$ cat src/rtl/mips_multicycle_control.sv
// mips_multicycle_control
//
// Moore-style control FSM for a multicycle MIPS datapath: one shared ALU, a
// unified instruction/data memory, and IR / MDR / ALUOut holding registers.
// Each instruction is split into states. Memory states wait on mem_ready, so
// the same controller works with zero-wait or wait-stated memory.
//
// Ports
//   clk          system clock, rising edge
//   arst_n       asynchronous active-low reset, forces FETCH
//   opcode       IR[31:26], valid from DECODE onward
//   funct        IR[5:0]
//   zero_flag    ALU zero result (combinational from datapath)
//   mem_ready    memory completes the access this cycle
//   iord         memory address select: 0 = PC, 1 = ALUOut
//   mem_write    memory write strobe
//   ir_write     IR load enable
//   pc_en        PC load enable = pc_write | (branch & zero_flag)
//   reg_write    register file write enable
//   reg_dest     write register select: 0 = rt, 1 = rd
//   mem_to_reg   write-back data select: 0 = ALUOut, 1 = MDR
//   alu_src_a    ALU A select: 0 = PC, 1 = rs
//   alu_src_b    ALU B select: 00 rt, 01 const 4, 10 signext imm, 11 imm<<2
//   pc_src       next PC select: 00 ALU result, 01 ALUOut, 10 jump target
//   alu_control  010 add, 110 sub, 000 and, 001 or, 111 slt
//   illegal_op   one-cycle flag for an unsupported opcode or funct
//   state        current state encoding (debug)

module mips_multicycle_control (
  input  logic       clk,
  input  logic       arst_n,
  input  logic [5:0] opcode,
  input  logic [5:0] funct,
  input  logic       zero_flag,
  input  logic       mem_ready,
  output logic       iord,
  output logic       mem_write,
  output logic       ir_write,
  output logic       pc_en,
  output logic       reg_write,
  output logic       reg_dest,
  output logic       mem_to_reg,
  output logic       alu_src_a,
  output logic [1:0] alu_src_b,
  output logic [1:0] pc_src,
  output logic [2:0] alu_control,
  output logic       illegal_op,
  output logic [3:0] state
);

  typedef enum logic [3:0] {
    S_FETCH  = 4'd0,
    S_DECODE = 4'd1,
    S_MEMADR = 4'd2,
    S_MEMRD  = 4'd3,
    S_MEMWB  = 4'd4,
    S_MEMWR  = 4'd5,
    S_EXEC   = 4'd6,
    S_ALUWB  = 4'd7,
    S_BRANCH = 4'd8,
    S_ADDIEX = 4'd9,
    S_ADDIWB = 4'd10,
    S_JUMP   = 4'd11
  } state_t;

  localparam logic [5:0] OP_RTYPE = 6'b000000;
  localparam logic [5:0] OP_LW    = 6'b100011;
  localparam logic [5:0] OP_SW    = 6'b101011;
  localparam logic [5:0] OP_BEQ   = 6'b000100;
  localparam logic [5:0] OP_ADDI  = 6'b001000;
  localparam logic [5:0] OP_J     = 6'b000010;

  localparam logic [1:0] ALUOP_ADD   = 2'b00;
  localparam logic [1:0] ALUOP_SUB   = 2'b01;
  localparam logic [1:0] ALUOP_FUNCT = 2'b10;

  localparam logic [2:0] ALU_ADD = 3'b010;
  localparam logic [2:0] ALU_SUB = 3'b110;
  localparam logic [2:0] ALU_AND = 3'b000;
  localparam logic [2:0] ALU_OR  = 3'b001;
  localparam logic [2:0] ALU_SLT = 3'b111;

  state_t     state_reg;
  state_t     state_next;
  logic [1:0] alu_op;
  logic       pc_write;
  logic       branch;
  logic [2:0] funct_alu;
  logic       funct_legal;
  logic       opcode_legal;

  assign state = state_reg;

  // ---------------------------------------------------------------------
  // Instruction field decode
  // ---------------------------------------------------------------------
  assign opcode_legal = opcode inside {OP_RTYPE, OP_LW, OP_SW, OP_BEQ, OP_ADDI, OP_J};

  always_comb begin
    funct_alu   = ALU_ADD;
    funct_legal = 1'b0;
    case (funct)
      6'b100000: begin funct_alu = ALU_ADD; funct_legal = 1'b1; end
      6'b100010: begin funct_alu = ALU_SUB; funct_legal = 1'b1; end
      6'b100100: begin funct_alu = ALU_AND; funct_legal = 1'b1; end
      6'b100101: begin funct_alu = ALU_OR;  funct_legal = 1'b1; end
      6'b101010: begin funct_alu = ALU_SLT; funct_legal = 1'b1; end
      default:   ;
    endcase
  end

  // ---------------------------------------------------------------------
  // State register
  // ---------------------------------------------------------------------
  always_ff @(posedge clk or negedge arst_n) begin
    if (!arst_n) begin
      state_reg <= S_FETCH;
    end else begin
      state_reg <= state_next;
    end
  end

  // ---------------------------------------------------------------------
  // Next-state logic
  // ---------------------------------------------------------------------
  always_comb begin
    state_next = S_FETCH;
    case (state_reg)
      S_FETCH:  state_next = mem_ready ? S_DECODE : S_FETCH;
      S_DECODE: begin
        case (opcode)
          OP_LW, OP_SW: state_next = S_MEMADR;
          OP_RTYPE:     state_next = S_EXEC;
          OP_BEQ:       state_next = S_BRANCH;
          OP_ADDI:      state_next = S_ADDIEX;
          OP_J:         state_next = S_JUMP;
          default:      state_next = S_FETCH;
        endcase
      end
      // Only lw/sw reach MEMADR, so anything that is not sw is treated as lw.
      S_MEMADR: state_next = (opcode == OP_SW) ? S_MEMWR : S_MEMRD;
      S_MEMRD:  state_next = mem_ready ? S_MEMWB : S_MEMRD;
      S_MEMWB:  state_next = S_FETCH;
      S_MEMWR:  state_next = mem_ready ? S_FETCH : S_MEMWR;
      S_EXEC:   state_next = funct_legal ? S_ALUWB : S_FETCH;
      S_ALUWB:  state_next = S_FETCH;
      S_BRANCH: state_next = S_FETCH;
      S_ADDIEX: state_next = S_ADDIWB;
      S_ADDIWB: state_next = S_FETCH;
      S_JUMP:   state_next = S_FETCH;
      default:  state_next = S_FETCH;
    endcase
  end

  // ---------------------------------------------------------------------
  // Output logic
  // ---------------------------------------------------------------------
  always_comb begin
    iord       = 1'b0;
    mem_write  = 1'b0;
    ir_write   = 1'b0;
    reg_write  = 1'b0;
    reg_dest   = 1'b0;
    mem_to_reg = 1'b0;
    alu_src_a  = 1'b0;
    alu_src_b  = 2'b00;
    pc_src     = 2'b00;
    alu_op     = ALUOP_ADD;
    pc_write   = 1'b0;
    branch     = 1'b0;
    illegal_op = 1'b0;
    case (state_reg)
      S_FETCH: begin
        // PC+4 is computed every FETCH cycle but only committed with the IR
        // load once memory returns the instruction.
        alu_src_b = 2'b01;
        ir_write  = mem_ready;
        pc_write  = mem_ready;
      end
      S_DECODE: begin
        // Speculatively compute the branch target into ALUOut.
        alu_src_b  = 2'b11;
        illegal_op = ~opcode_legal;
      end
      S_MEMADR: begin
        alu_src_a = 1'b1;
        alu_src_b = 2'b10;
      end
      S_MEMRD: begin
        iord = 1'b1;
      end
      S_MEMWB: begin
        reg_write  = 1'b1;
        mem_to_reg = 1'b1;
      end
      S_MEMWR: begin
        iord      = 1'b1;
        mem_write = 1'b1;
      end
      S_EXEC: begin
        alu_src_a  = 1'b1;
        alu_op     = ALUOP_FUNCT;
        illegal_op = ~funct_legal;
      end
      S_ALUWB: begin
        reg_write = 1'b1;
        reg_dest  = 1'b1;
      end
      S_BRANCH: begin
        alu_src_a = 1'b1;
        alu_op    = ALUOP_SUB;
        pc_src    = 2'b01;
        branch    = 1'b1;
      end
      S_ADDIEX: begin
        alu_src_a = 1'b1;
        alu_src_b = 2'b10;
      end
      S_ADDIWB: begin
        reg_write = 1'b1;
      end
      S_JUMP: begin
        pc_src   = 2'b10;
        pc_write = 1'b1;
      end
      default: ;
    endcase
  end

  always_comb begin
    case (alu_op)
      ALUOP_SUB:   alu_control = ALU_SUB;
      ALUOP_FUNCT: alu_control = funct_alu;
      default:     alu_control = ALU_ADD;
    endcase
  end

  assign pc_en = pc_write | (branch & zero_flag);

endmodule

$ cat config.mk
export PLATFORM = sky130hd
export DESIGN_NAME = mips_multicycle_control
export DESIGN_NICKNAME = d
export VERILOG_FILES = /design/src/rtl/mips_multicycle_control.sv
export SDC_FILE = /design/constraint.sdc
export NUM_CORES = 1
export LEC_CHECK = 0
export ABC_AREA = 1
export CORE_MARGIN = 2
export CORE_UTILIZATION = 30
export DETAILED_ROUTE_END_ITERATION = 6
export SKIP_LAST_GASP = 1
export SLEW_MARGIN = 20
export SYNTH_ARGS = -nofsm -noshare
export SYNTH_HDL_FRONTEND = slang
export SYNTH_SLANG_ARGS = --single-unit
$ cat constraint.sdc
create_clock -name clk -period 2.4 [get_ports clk]
set_clock_uncertainty 0.1 [all_clocks]
set_input_delay 0.72 -clock clk [delete_from_list [all_inputs] [get_ports clk]]
set_output_delay 0.72 -clock clk [all_outputs]
set_load 0.1 [all_outputs]
# After elaboration in Yosys (flattened, before gate mapping)
# Cells that the tools add are included.
totals:
  regBits: 4
  input_bits: 16
  elab_cells: 60
classes:
  eq_ne: 23
  muxes: 23
  n_bitwise: 4
  n_reduce_logical: 9
op_table:
  columns: ["cell", "n"]
  rows:
  - ["$eq A6 B6 Y1 const B", 7]
  - ["$pmux W4 S7", 1]
  - ["$pmux W4 S5", 1]
  - ["$eq A4 B3 Y1 const B", 4]
  - ["$eq A4 B4 Y1 const B", 4]
  - ["$mux W3", 4]
  - ["$pmux W3 S4", 1]
  - ["$mux W1", 10]
  - ["$eq A4 B2 Y1 const B", 2]
  - ["$pmux W2 S2", 2]
  - ["$eq A6 B2 Y1 const B", 1]
  - ["$eq A6 B3 Y1 const B", 1]
  - ["$eq A6 B4 Y1 const B", 1]
  - ["$logic_not A6 Y1", 1]
  - ["$pmux W2 S3", 1]
  - ["$pmux W3 S2", 1]
  - ["$reduce_bool A6 Y1", 1]
  - ["$reduce_or A2 Y1", 3]
  - ["$reduce_or A5 Y1", 1]
  - ["$eq A4 B1 Y1 const B", 1]
  - ["$logic_not A4 Y1", 1]
  - ["$pmux W1 S2", 2]
  - ["$reduce_or A4 Y1", 1]
  - ["$reduce_or A3 Y1", 1]
  - ["5 further kinds", 6]

# Logic depth before layout (Yosys ltp)
# Gate-level depths: netlist of run 1.
depth:
  depth_word: 5
  depth_mapped: 8
  ltp_nobuf: 8

# Worst setup path after synthesis of run 1
# OpenSTA, ideal clock, no wires.
synth_timing:
  kind: "reg2out"
  startpoint: "register state_reg[3] (netlist: state[3])"
  endpoint: "output alu_control[2]"
  arrival_time_ps: 4513
  slack_ps: -2933
  stages_incl_launch_ff: 9
  cell_sequence: "dfrtp_1 -> inv_2 -> nor2_2 -> inv_2 -> nor2_4 -> inv_1 -> ha_1 -> nand2_1 -> o21ai_0"
synth_via:
  elab_chain_len: 4
synth_rtl:
  columns: ["item", "line_no", "rtl"]
  rows:
  - ["from (decl)", "83", "state_t state_reg;"]
  - ["from (signal assigned)", "119", "state_reg <= state_next;"]
  - ["$eq A4 B4 Y1 / $eq A4 B3 Y1 (equally long branches)", "172", "case (state_reg)"]
  - ["$pmux W2 S2 *", "172", null]
  - ["$eq A2 B2 Y1 / $eq A2 B1 Y1 (equally long branches)", "231", "case (alu_op)"]
  - ["$pmux W3 S2 *", "231", null]
  - ["to (decl)", "46", "output logic [2:0] alu_control,"]
# Every way passes the cells marked *; elsewhere a longest branch is shown, timed or not.

# Final worst setup path of run 1
layout_timing:
  startpoint: "register state_reg[1] (netlist: state[1])"
  endpoint: "output alu_control[0]"
# The elaborated chain is that of the path after synthesis.

==> results.py, run 1 <==
metrics = {
    "clock_network": {
        "htree_levels": 1,
        "cts_tree": "done",
        "cts-root-buf": "clkbuf_4",
        "cts_made_buffers": 3,
        "clk_latency_ps": 240,
        "clock_path_buffers": 2,
        "cts_sinks": 4,
        "clkSlewWorstSetupHoldPaths_ps": 40,
    },
    "global_route": {
        "grt_pass1_wl_um": 4060,
        "grt_overflow": 0,
        "grt_max_degree": 6,
        "grtUsageTotal_pct": 20.4,
        "antenna_found_initial": 0,
        "grt_pass1_vias": 963,
    },
    "cells_and_area": {
        "multi_input_area_um2": 688,
        "drive_above_1_share_pct": 63.3,
        "areaGrowthSynthToFinish_pct": 161,
        "layout_commonest_cell": "buf_4",
        "largest_reg_flops": 4,
        "register_area_um2": 113,
        "mostFrequentLayoutCells": "29 x buf_4, 20 x buf_12, 17 x nand2_1",
        "antenna_cells": 0,
        "utilization_pct": 84.9,
        "n_fill_cell": 115,
        "layout.nets": 201,
    },
    "drt": {
        "drt_wl_total_um": 2440,
        "drt_first_iter_violations": 11,
        "firstDrtPassIters": 4,
        "routed_via_density": 4.69,
        "detail-route-antenna-nets": 0,
        "drc": 0,
        "wire_per_inst_um": 11.8,
        "route.vias.total": 970,
    },
    "die": {
        "die_w_um": 50.6,
        "fp.dieArea_um2": 2560,
        "start_util_pct": 32.6,
        "core_um2": 2000,
        "rows": 16,
        "pin_count": 36,
        "die_h_um": 50.6,
    },
    "outcome": {
        "status": "finished, violations left",
        "violations": "setup timing",
    },
    "worst_setup_path": {
        "crit_type": "reg -> out",
        "crit_path_end_kind": "output port",
        "r2r_cells": 7,
        "cpPeakStageDelay_ps": 500,
        "worstPathRequired_ps": 1580,
        "cpLargestDelayFamily": "flip-flops",
        "crit_buf_inv": 3,
        "arrival_ps": 1780,
        "r2r_slack_ps": 890,
        "crit_path_start_kind": "register",
        "worstReg2RegStart": "state[1]$_DFF_PN0_",
        "crit_fanout": 4,
        "r2r-end": "state[1]$_DFF_PN0_",
        "critical-path-slowest-cell": "dfrtp_4",
        "path_cells": "nor2_4 > inv_2 > nor2_4 > inv_2 > ha_4 > nand2_4 > a21oi_4 > buf_12",
    },
    "power_and_ir_drop": {
        "p_per_area_nw_per_um2": 1060,
        "total_power_mw": 1.80,
        "power.leakage_nw": 0.815,
        "max-vdd-ir-drop_mv": 0.787,
    },
    "sta": {
        "finalHoldViolCount": 0,
        "setup_viol": 6,
        "fin_crit_ps": 2600,
        "tightestPinTransition_ps": 192,
        "whs_ps": 579,
        "slew_violations": 0,
        "rsz0062_at_grt": "yes",
        "relSlewSlack_pct": 87.1,
        "setup_slack_ps": -203,
        "period_share_pct": 108,
        "max_freq_mhz": 384,
    },
    "place": {
        "dpl_worst_slack_ps": -447,
        "portBuffers": 35,
        "hpwl_um": 1910,
        "gp_congestion": 0.803,
    },
    "synth": {
        "ys_types": 19,
        "syn_nets": 131,
        "synth_area_per_cell_um2": 5.82,
        "synth.cell_area_um2": 652,
        "seq_area_frac_synth_pct": 15.4,
        "ys_warn_count": 0,
        "ys_ff_latch": 4,
        "netlist_instances": 112,
    },
    "run": {
        "drv_cap": 0,
    },
    "min_path": {
        "hold_path_class": "in -> async",
    },
}
==> stage by stage <==
| stage | std cells | TNS, ps | cell area, um2 |
|---|---|---|---|
| finish | 207 | -907 | 1700 |
| global route | 207 | -1360 | 1700 |
| CTS | 204 | -862 | 1650 |
| detailed placement | 195 | -1680 | 1530 |
| global placement | 195 | -1550 | 1530 |
| floorplan | 112 | -4450 | 787 |
==> cells by family (layout without fill, tap and decap cells) <==
family                   Yosys count  count (layout)  synth area share [%]
adder cells (fa/ha/maj)            3               3                  5.76
flip-flops                         4               4                  15.4
AO/OA/AOI/OAI                      8               8                  7.49
AND/OR/NAND/NOR                   77              77                  59.9
buffers and inverters             20              88                  11.5
==> layout make-up <==
type	instances	area share, %
clock buffers	3	1.32
inverters	20	4.56
multi-input cells	88	40.5
flip-flops and latches	4	6.62
well taps	27	1.99
repair buffers	65	45.0
==> power by group <==
group,total (mW),leakage [nW],internal [mW],switching [mW]
sequential,0.127,0.0469,0.0950,0.0320
combinational,1.59,0.754,0.582,1.01
clock,0.0850,0.0138,0.0560,0.0290
total,1.80,0.815,0.733,1.07
==> layer usage <==
layer  GRT usage, %  vias to the layer above  wire [um]
li1               -                      495          -
met1           22.6                      442        968
met2           39.5                       30       1350
met3           2.68                        3        106
met4           6.76                        0         19
met5              0                        -          0
==> how the worst max path moves through the flow <==
stage / startpoint / depth (start not counted) / slack [ps] / end
finish: state[1]$_DFF_PN0_ / 8 / -200 / alu_control[0]
global route: state[1]$_DFF_PN0_ / 8 / -250 / alu_control[0]
CTS: opcode[2] / 8 / -180 / illegal_op
detailed placement: opcode[4] / 8 / -450 / illegal_op
global placement: opcode[4] / 8 / -370 / illegal_op
floorplan: state[3]$_DFF_PN0_ / 8 / -920 / alu_control[2]
==> cell usage after synthesis, drive strengths merged <==
library cell  instances  area share [%]
nand4                 3             2.9
ha                    3             5.8
inv                  20              12
o22ai                 1            0.96
dfrtp                 4              15
nand3                16              12
a21oi                 4             3.6
nand3b                2             2.3
nor3                  1            0.77
o21ai                 3             2.9
nand2                27              19
nor2                 28              23
==> what timing repair did <==
action | CTS | global route
pin swaps | 15 | 10
hold buffers | 0 | 0
endpoints found under the setup margin | 10 | 11
setup buffers | 6 | 4
endpoints found under the hold margin | 0 | 0
gates resized for setup | 36 | 7
(Power assumes the default switching activity.)
==> run 2, diff against run 1 <==
--- a/config.mk
+++ b/config.mk
@@ -9,6 +9,7 @@
 export CORE_MARGIN = 2
 export CORE_UTILIZATION = 30
 export DETAILED_ROUTE_END_ITERATION = 6
+export REMOVE_ABC_BUFFERS = 1
 export SKIP_LAST_GASP = 1
 export SLEW_MARGIN = 20
 export SYNTH_ARGS = -nofsm -noshare
==> results.py, run 2 (synthesis gave the netlist of run 1 again) <==
metrics = {
    "clock_network": {
        "cts_tree": "done",
        "clk_latency_ps": 250,
        "clock_path_buffers": 2,
        "ctsHoldBuffers": 0,
        "cts_made_buffers": 3,
        "cts_sinks": 4,
        "clkSlewWorstSetupHoldPaths_ps": 40,
        "cts-root-buf": "clkbuf_4",
        "htree_levels": 1,
    },
    "die": {
        "die_h_um": 50.6,
        "pin_count": 36,
        "fp.dieArea_um2": 2560,
        "rows": 16,
        "start_util_pct": 32.6,
        "die_w_um": 50.6,
        "core_um2": 2000,
    },
    "drt": {
        "drt_first_iter_violations": 16,
        "wire_per_inst_um": 15.0,
        "firstDrtPassIters": 4,
        "routed_via_density": 4.95,
        "detail-route-antenna-nets": 0,
        "route.vias.total": 1060,
        "drc": 0,
        "drt_wl_total_um": 3210,
    },
    "sta": {
        "whs_ps": 585,
        "slew_violations": 0,
        "fin_crit_ps": 2680,
        "tns_ps": -1590,
        "max_freq_mhz": 373,
        "tightestPinTransition_ps": 251,
        "relSlewSlack_pct": 83.2,
        "period_share_pct": 112,
        "setup_slack_ps": -283,
        "setup_viol": 10,
        "rsz0062_at_grt": "yes",
        "finalHoldViolCount": 0,
    },
    "cells_and_area": {
        "register_area_um2": 101,
        "multi_input_area_um2": 658,
        "antenna_cells": 0,
        "layout_commonest_cell": "buf_4",
        "areaGrowthSynthToFinish_pct": 160,
        "n_fill_cell": 105,
        "largest_reg_flops": 4,
        "mostFrequentLayoutCells": "34 x buf_4, 19 x buf_12, 16 x nand2_1",
        "layout.nets": 208,
        "utilization_pct": 84.8,
        "drive_above_1_share_pct": 66.8,
    },
    "worst_setup_path": {
        "path_cells": "inv_2 > nor2_4 > inv_2 > nor2_4 > inv_2 > ha_4 > nand2_4 > o21ai_1 > buf_4 > buf_12",
        "crit_fanout": 3,
        "crit_path_start_kind": "register",
        "crit_path_end_kind": "output port",
        "cpPeakStageDelay_ps": 370,
        "cp_common_cell": "inv_2",
        "worstPathRequired_ps": 1580,
        "critical-path-slowest-cell": "dfrtp_1",
        "arrival_ps": 1860,
        "crit_type": "reg -> out",
    },
    "place": {
        "hpwl_um": 1880,
        "portBuffers": 35,
        "gp_congestion": 0.814,
    },
    "power_and_ir_drop": {
        "total_power_mw": 1.77,
        "power.leakage_nw": 0.840,
        "max-vdd-ir-drop_mv": 0.725,
        "p_per_area_nw_per_um2": 1050,
    },
    "global_route": {
        "grt_pass1_vias": 1013,
        "grt_overflow": 0,
        "grt_pass1_wl_um": 4260,
        "antenna_found_initial": 0,
        "grt_max_degree": 6,
        "grtUsageTotal_pct": 21.5,
    },
    "outcome": {
        "status": "finished, violations left",
        "violations": "setup timing",
    },
    "min_path": {
        "hold_path_class": "in -> async",
    },
    "run": {
        "drv_cap": 0,
    },
}
-- run 2: changes by cell type in the layout (fill, tap and decap cells not counted), sizes merged --
cell           previous run  this run
dlygate4sd2              11         6
buf                      50        56
clkbuf                    3        10
clkdlybuf4s50             3         2
-- run 2: critical path: cells and delay by family (launching register included) --
family,cells,cell delay [ps]
DFF,1,370
AOI/OAI and AO/OA,1,150
buffers and inverters,5,510
and+or+nand+nor,3,290
adders and majority gates,1,280
-- run 2: metal layers --
metal	global-route usage, %	up-vias	part of all wire, %
met2	43.4	33	57
met3	2.68	6	3.9
met4	9.01	0	1.9
li1	-	509	-
met1	21.5	512	37
met5	0	-	0
-- run 2: stage by stage --
step	cells	setup slack [ps]	cell area [um2]
after floorplan	112	-2930	652
after global placement	199	-364	1420
after detailed placement	199	-456	1420
after CTS	208	-161	1600
after global routing	214	-357	1700
final	214	-283	1700
-- run 2: worst paths after layout --
kind                                     from                  to  slack (ps)  cells after the start
max                        state[3]$_DFF_PN0_      alu_control[2]        -280                     10
min                                    arst_n  state[1]$_DFF_PN0_         580                      1
max reg2reg                state[2]$_DFF_PN0_  state[2]$_DFF_PN0_         720                      8
min reg2reg                state[2]$_DFF_PN0_  state[3]$_DFF_PN0_         690                      4
max in group asynchronous              arst_n  state[2]$_DFF_PN0_        1420                      1
min in group clk           state[2]$_DFF_PN0_  state[3]$_DFF_PN0_         690                      4
-- run 2: timing repair --
action | in CTS | in global routing
endpoints found under the setup margin | 7 | 8
pin swaps | 25 | 11
resized for setup | 51 | 31
setup buffers | 6 | 6
-- run 2: area by class of cell --
class                   count  share of cell area (%)
clock buffers               3                    1.33
inverters                  20                    4.42
multi-input cells          88                    38.8
flip-flops and latches      4                    5.97
well taps                  27                    1.99
repair buffers             72                    47.5
-- run 2: power by group --
part           total (mW)  switching, mW  internal, mW
clock network      0.0913         0.0349        0.0564
logic                1.57           1.02         0.558
registers           0.110         0.0227        0.0868
total                1.77           1.07         0.701
